$ cat config.mk
export PLATFORM = sky130hd
export DESIGN_NAME = lsu_dmem_port
export DESIGN_NICKNAME = d
export VERILOG_FILES = /design/src/rtl/lsu_pkg.sv /design/src/rtl/lsu_dmem_port_load_extend.sv /design/src/rtl/lsu_dmem_port.sv
export SDC_FILE = /design/constraint.sdc
export NUM_CORES = 1
export LEC_CHECK = 0
export ABC_AREA = 1
export CORE_MARGIN = 4
export CORE_UTILIZATION = 46
export CTS_BUF_LIST = sky130_fd_sc_hd__clkbuf_8
export CTS_CLUSTER_DIAMETER = 40
export DETAILED_ROUTE_END_ITERATION = 6
export PLACE_DENSITY = 0.78
export SLEW_MARGIN = 25
export SYNTH_ARGS = -nofsm -noshare
export SYNTH_HDL_FRONTEND = slang
export SYNTH_SLANG_ARGS = --single-unit
$ cat constraint.sdc
create_clock -name clk -period 3.22 [get_ports clk]
set_input_delay 0.644 -clock clk [delete_from_list [all_inputs] [get_ports clk]]
set_output_delay 0.644 -clock clk [all_outputs]
set_load 0.02 [all_outputs]
$ cat src/rtl/lsu_pkg.sv
// Shared types and helpers for the load/store unit data-memory port.
// Sizes follow the RV32 funct3 encoding, with bit 2 selecting an unsigned load.
package lsu_pkg;

   typedef enum logic [1:0] {IDLE, LD2, ST2, LDW} lsu_state_t;

   localparam logic [1:0] SZ_B   = 2'b00;
   localparam logic [1:0] SZ_H   = 2'b01;
   localparam logic [1:0] SZ_W   = 2'b10;
   localparam int         F3_UNS = 2;

   // Request fields held across the second half of a split access.
   typedef struct packed {
      logic        uns;
      logic        split;
      logic [1:0]  size;
      logic [1:0]  off;
      logic [31:0] wdata;
   } lsu_req_t;

   function automatic logic [3:0] byte_mask(input logic [1:0] size);
      case (size)
         SZ_B:    return 4'b0001;
         SZ_H:    return 4'b0011;
         default: return 4'b1111;
      endcase
   endfunction

   function automatic logic [2:0] byte_cnt(input logic [1:0] size);
      case (size)
         SZ_B:    return 3'd1;
         SZ_H:    return 3'd2;
         default: return 3'd4;
      endcase
   endfunction

endpackage

$ cat src/rtl/lsu_dmem_port_load_extend.sv
// Load data path: realigns the read word (or merges both halves of a split
// load) into the low lanes, then sign/zero-fills the lanes above the access size.
module load_extend
   import lsu_pkg::*;
#(
   parameter int XLEN = 32
) (
   input  logic [XLEN-1:0] rd,
   input  logic [XLEN-1:0] lo,
   input  logic [1:0]      off,
   input  logic            split,
   input  logic [1:0]      size,
   input  logic            uns,
   output logic [XLEN-1:0] data
);
   localparam int NUM_LANES = XLEN/8;

   logic [XLEN-1:0]      merged;
   logic [NUM_LANES-1:0] keep;
   logic                 fill;

   // lo already holds the 4-off upper bytes of the first word, right-justified.
   always_comb begin
      merged = split ? (lo | (rd << {3'd4 - {1'b0, off}, 3'b000}))
                     : (rd >> {off, 3'b000});
      keep   = byte_mask(size);
      fill   = ~uns & ((size == SZ_B) ? merged[7] : merged[15]);
   end

   for (genvar i = 0; i < NUM_LANES; i++) begin : g_lane
      assign data[8*i +: 8] = keep[i] ? merged[8*i +: 8] : {8{fill}};
   end

endmodule

$ cat src/rtl/lsu_dmem_port.sv
// MEM-stage load/store port to a 1-cycle synchronous data memory. Word-crossing
// accesses are issued as two memory transactions while req_ready is held low.
module lsu_dmem_port
   import lsu_pkg::*;
#(
   parameter int XLEN       = 32,
   parameter int ADDR_WIDTH = 8
) (
   input  logic                  clk,
   input  logic                  reset,
   input  logic                  req_valid,
   output logic                  req_ready,
   input  logic                  req_we,
   input  logic [2:0]            req_funct3,
   input  logic [ADDR_WIDTH+1:0] req_addr,
   input  logic [XLEN-1:0]       req_wdata,
   output logic                  resp_valid,
   output logic [XLEN-1:0]       resp_rdata,
   output logic                  dmem_we,
   output logic [XLEN/8-1:0]     dmem_be,
   output logic [ADDR_WIDTH-1:0] dmem_addr,
   output logic [XLEN-1:0]       dmem_wd,
   input  logic [XLEN-1:0]       dmem_rd
);
   lsu_state_t            state_q, state_d;
   lsu_req_t              req_q;
   logic [ADDR_WIDTH-1:0] nxt_q;
   logic [XLEN-1:0]       lo_q;

   logic [1:0]            size_i, off_i;
   logic [3:0]            m_i, m_q;
   logic                  split_i;
   logic [5:0]            sh_hi;
   logic [XLEN-1:0]       ext_data;

   always_comb begin
      size_i  = req_funct3[1] ? SZ_W : req_funct3[1:0];
      off_i   = req_addr[1:0];
      m_i     = byte_mask(size_i);
      split_i = ({1'b0, off_i} + byte_cnt(size_i)) > 3'd4;
      m_q     = byte_mask(req_q.size);
      sh_hi   = {3'd4 - {1'b0, req_q.off}, 3'b000};
   end

   load_extend #(.XLEN(XLEN)) u_ext (
      .rd    (dmem_rd),
      .lo    (lo_q),
      .off   (req_q.off),
      .split (req_q.split),
      .size  (req_q.size),
      .uns   (req_q.uns),
      .data  (ext_data)
   );

   always_comb begin
      state_d    = state_q;
      req_ready  = 1'b0;
      resp_valid = 1'b0;
      dmem_we    = 1'b0;
      dmem_be    = '0;
      dmem_addr  = nxt_q;
      dmem_wd    = '0;
      case (state_q)
         IDLE: begin
            req_ready = 1'b1;
            dmem_addr = req_addr[ADDR_WIDTH+1:2];
            if (req_valid) begin
               dmem_we = req_we;
               dmem_be = m_i << off_i;
               dmem_wd = req_wdata << {off_i, 3'b000};
               if (req_we) state_d = split_i ? ST2 : IDLE;
               else        state_d = split_i ? LD2 : LDW;
            end
         end
         ST2: begin
            dmem_we = 1'b1;
            dmem_be = m_q >> sh_hi[5:3];
            dmem_wd = req_q.wdata >> sh_hi;
            state_d = IDLE;
         end
         LD2: begin
            dmem_be = m_q >> sh_hi[5:3];
            state_d = LDW;
         end
         LDW: begin
            resp_valid = 1'b1;
            state_d    = IDLE;
         end
         default: state_d = IDLE;
      endcase
      // Memory must see no access and upstream no acceptance while in reset.
      if (reset) begin
         dmem_we   = 1'b0;
         dmem_be   = '0;
         req_ready = 1'b0;
      end
      resp_rdata = resp_valid ? ext_data : '0;
   end

   always_ff @(posedge clk or posedge reset) begin
      if (reset) begin
         state_q <= IDLE;
         req_q   <= '0;
         nxt_q   <= '0;
         lo_q    <= '0;
      end else begin
         state_q <= state_d;
         if (req_valid && req_ready) begin
            req_q <= '{uns: req_funct3[F3_UNS], split: split_i, size: size_i,
                       off: off_i, wdata: req_wdata};
            nxt_q <= req_addr[ADDR_WIDTH+1:2] + 1'b1;
         end
         if (state_q == LD2) lo_q <= dmem_rd >> {req_q.off, 3'b000};
      end
   end

endmodule

==> tab_implementation.tex <==
\begin{tabular}{lr}
\hline
Metric & Value \\
\hline
\multicolumn{2}{l}{\textbf{Floorplan}} \\
\quad Standard cell core area & 13,300 sq um \\
\quad Initial core utilization & 47.2\% \\
\quad Die width & 125 um \\
\quad Chip height & 125 um \\
\quad Ports placed on the boundary & 160 \\
\quad Die footprint & 15,600 sq um \\
\quad Number of placement rows & 42 \\
\multicolumn{2}{l}{\textbf{Worst setup path}} \\
\quad Maximum fanout encountered on the critical timing path & 10 \\
\quad Worst flop-to-flop path startpoint & state\_q[0] \\
\quad Longest individual stage delay on the worst path & 440 ps \\
\quad Arr. time, crit path & 2440 ps \\
\quad Endpoint of the worst register-to-register path & nxt\_q[3] \\
\quad Worst setup EP type & output port \\
\quad Worst reg2reg setup slack & 1240 ps \\
\quad Critical setup path kind & reg -> out \\
\quad Depth of the most critical reg-to-reg path & 10 \\
\quad List of cells traversed by the critical path & inv\_2 > ha\_4 > nor2\_4 > inv\_4 > nor2\_1 > inv\_2 > buf\_4 > o221ai\_1 > clkdlybuf4s15\_2 \\
\quad Data required, critical path & 2580 ps \\
\quad Cell with the most instances on the worst path & inv\_2 \\
\quad WP buf/inv & 5 \\
\quad Family of cells with the greatest summed delay on the critical path & buffers and inverters \\
\quad Critical path's slowest cell & dfrtp\_2 \\
\quad Type of origin of the critical path & flip-flop \\
\multicolumn{2}{l}{\textbf{CTS}} \\
\quad Hold-fix buffers, CTS & 0 \\
\quad Root buffer selected by CTS & clkbuf\_8 \\
\quad Total clock buffers created by CTS & 9 \\
\quad Clock latency of the later-clocked register in the worst-skew pair & 370 ps \\
\quad CTS Buffer Depth & 2 \\
\quad Clock-pin transition on the worst setup and hold timing paths & roughly 90 ps \\
\quad CTS tree & built \\
\quad Clock H-tree levels & 3 \\
\quad Total clock sinks & 80 \\
\multicolumn{2}{l}{\textbf{Power and ir drop}} \\
\quad Leakage Power & about 0.0042 uW \\
\quad Cell Pwr Density & roughly 900 nW/um\^{}2 \\
\quad Internal power of the cells & 3620 uW \\
\quad NetSw & 3880 uW \\
\quad Total design power & 7500 uW \\
\quad Fraction of power spent switching nets & 51.7\% \\
\quad Combinational power share & 67.9\% \\
\quad Peak VDD IR & 0.000500 V \\
\quad Reg power frac & 22.8\% \\
\quad Clk network pwr share & 9.3\% \\
\multicolumn{2}{l}{\textbf{Global routing}} \\
\quad GRT Util Overall & between 20\% and 30\% \\
\quad Antenna violations before repair & 0 \\
\quad First-pass GRT wire length & 35,600 um \\
\quad Vias in the first global route & 7,142 \\
\quad Pin count of the biggest net entering global routing & 75 \\
\quad Total gr overflow & 0 \\
\multicolumn{2}{l}{\textbf{Timing}} \\
\quad Minimum period implied by the final worst setup slack & 3090 ps \\
\quad Total count of hold-check failures in the final report & 0 \\
\quad Setup tns final & 0 ps \\
\quad Max-slew headroom & 53.1\% \\
\quad Maximum clock frequency & 324 MHz \\
\quad Final number of max-transition violations & 0 \\
\quad Worst Skew & 14.0 ps \\
\quad Total of endpoints with negative setup slack in the final report & 0 \\
\quad Final Cycle Share & between 90 and 100\% \\
\quad Worst Tran Pin Value & 704 ps \\
\multicolumn{2}{l}{\textbf{Final layout}} \\
\quad Area Growth Syn to Fin & 33.4\% \\
\quad Layout Nets & roughly 1,300 \\
\quad Number of inserted filler cells in the final layout & 1,299 \\
\quad Layout cells sized above 1 & 11.2\% \\
\quad Antenna diode count & 0 \\
\quad Final non-filler cell total & 1,341 \\
\multicolumn{2}{l}{\textbf{Drt}} \\
\quad Per-cell via count in the routed design & 5.58 \\
\quad Average wire per cell in the routed design & between 15 and 20 um \\
\quad First DRT Iteration DRCs & 807 \\
\quad DRC viols & 0 \\
\quad Number of nets with antenna violations after routing & 0 \\
\quad Vias after detailed routing & 7,483 \\
\quad Wire length after detailed routing & 22,000 um \\
\quad Number of iterations in the first detailed-routing pass & 6 \\
\multicolumn{2}{l}{\textbf{Synthesis}} \\
\quad Number of flops mapped to enable cells by yosys & 0 \\
\quad Most instantiated library cell after synthesis & nand2\_1 \\
\quad Cell taking the most area after synthesis & dfrtp\_1 \\
\quad Top cells by count, synth & 366 x nand2\_1, 115 x o21ai\_0, 82 x inv\_1, 80 x dfrtp\_1, 61 x nand3\_1 \\
\quad Sequential fraction of the synthesis area & 31.9\% \\
\quad Gate count after technology mapping & 994 \\
\quad Number of synthesized register bits & 80 \\
\quad Synth top area share & between 30\% and 40\% \\
\quad Top flip-flop cell by instance count after synthesis & dfrtp\_1 \\
\quad Synthesized cell area & 6270 sq um \\
\quad Yosys cell types & 41 \\
\quad Syn. warnings & 0 \\
\quad Syn\_nets & between 1,000 and 1,500 \\
\quad Mean Syn Cell Area & 6.31 sq um \\
\quad Share of flip-flops with an asynchronous set or reset & 100\% \\
\quad Cells taking the most area after synthesis & dfrtp\_1 32\%, nand2\_1 22\%, o21ai\_0 9.2\% \\
\multicolumn{2}{l}{\textbf{Outcome}} \\
\quad Result of the run & finished, final reports clean \\
\multicolumn{2}{l}{\textbf{Placement}} \\
\quad Routability congestion estimate from global placement & 0.978 \\
\quad Count of input and output buffers & 159 \\
\quad Inst Count DP & 1,323 \\
\quad Final HPWL DP & 15,800 um \\
\multicolumn{2}{l}{\textbf{Min path}} \\
\quad Hold Path Cell Cnt & 2 \\
\quad Tightest Hold Check Type & reg -> reg \\
\quad Min-delay src & lo\_q[25] \\
\quad Worst hold endpoint & lo\_q[25] \\
\multicolumn{2}{l}{\textbf{Run}} \\
\quad Maximum Capacitance Violations & 0 \\
\hline
\end{tabular}
-- stage by stage --
stage	util, %	worst slack (ps)	hold slack [ps]	cell area (sq um)
after global placement	62.3	-79.5	454	8280
after floorplan	-	48.3	440	6270
after detailed placement	62.3	-87.0	464	8280
final	62.9	134	492	8370
after global routing	62.9	-0.0868	506	8370
after CTS	63.2	4.81	486	8400
-- power by group through the flow --
stage          Clock, uW  Sequential, uW  Combinational (uW)
3_3_place_gp           0            1700                4970
2_1_floorplan          0            1640                3280
6_report             701            1710                5090
4_1_cts              707            1700                4930
3_5_place_dp           0            1710                5030
5_1_grt              758            1760                5610
-- how the worst max path moves through the flow --
stage                    from        endpoint  depth (start not counted)
floorplan           req_q[33]     dmem_wd[11]                         10
global placement    req_valid     dmem_wd[27]                          5
detailed placement  req_valid     dmem_wd[27]                          5
CTS                 req_q[32]     dmem_wd[10]                          9
global route        req_q[32]  resp_rdata[16]                         11
finish              req_q[32]     dmem_wd[10]                          9
-- flip-flops by register name, summed over array words and instances (netlist names) --
register / flops
req_q: 38
state_q: 2
nxt_q: 8
lo_q: 32
-- logic make-up (layout without fill, tap and decap cells) --
kind of cell / after synthesis / count (layout) / synth area share [%]
buffers and inverters: 154 / 325 / 10.3
multiplexers: 6 / 6 / 0.958
XOR/XNOR: 4 / 4 / 0.559
AND/OR/NAND/NOR: 508 / 508 / 32.9
adder cells (fa/ha/maj): 9 / 9 / 1.92
flip-flops: 80 / 80 / 31.9
AO/OA/AOI/OAI: 233 / 233 / 21.4
-- metal layers --
layer	vias to the layer above	track usage (%)	part of all wire [%]
li1	3601	-	-
met1	3402	36.9	42
met2	432	44.4	46
met3	48	6.56	10
met4	0	8.38	2.2
met5	-	0	0
-- final cells by class --
type | instances | area [sq um] | share of cell area, %
inverters | 88 | 340 | 4.07
clock inverters | 6 | 37.5 | 0.449
multi-input cells | 760 | 3640 | 43.5
well taps | 176 | 220 | 2.63
repair buffers | 221 | 1990 | 23.7
clock buffers | 10 | 138 | 1.64
flip-flops and latches | 80 | 2000 | 23.9
-- worst register-to-register path: cells and delay by family, from the launching register on --
kind	cells	cell delay [ps]
buf+inv	4	720
simple gates	4	430
flops	1	410
fa+ha+maj	1	220
compound gates	1	70
-- placed cells by master (no fill, tap or decap), types with 3 or more instances in the layout --
master             n
a21oi_1           49
nor2_4             3
a211oi_1           7
nand2_1          365
o22ai_1            7
clkbuf_8          10
nor3_1             9
dlymetal6s2s_1     9
o211ai_1          32
nand2_2            3
o21ai_1            4
ha_1               7
buf_12             5
clkdlybuf4s50_1   91
o221ai_1          12
mux2i_1            6
buf_4             57
inv_2              5
clkbuf_2          29
inv_1             80
clkinvlp_4         4
dlygate4sd2_1     22
nand3_1           61
nand3b_1           4
o21ai_0          113
dfrtp_1           79
nor2_1            57
clkdlybuf4s15_1    5
-- timing repair --
| action | CTS | global route |
|---|---|---|
| resized for setup | 73 | 81 |
| buffers inserted | 0 | 1 |
| pin swaps | 0 | 1 |
| gates cloned | 0 | 1 |
| endpoints found under the setup margin | 59 | 57 |
(Power assumes the default switching activity.)
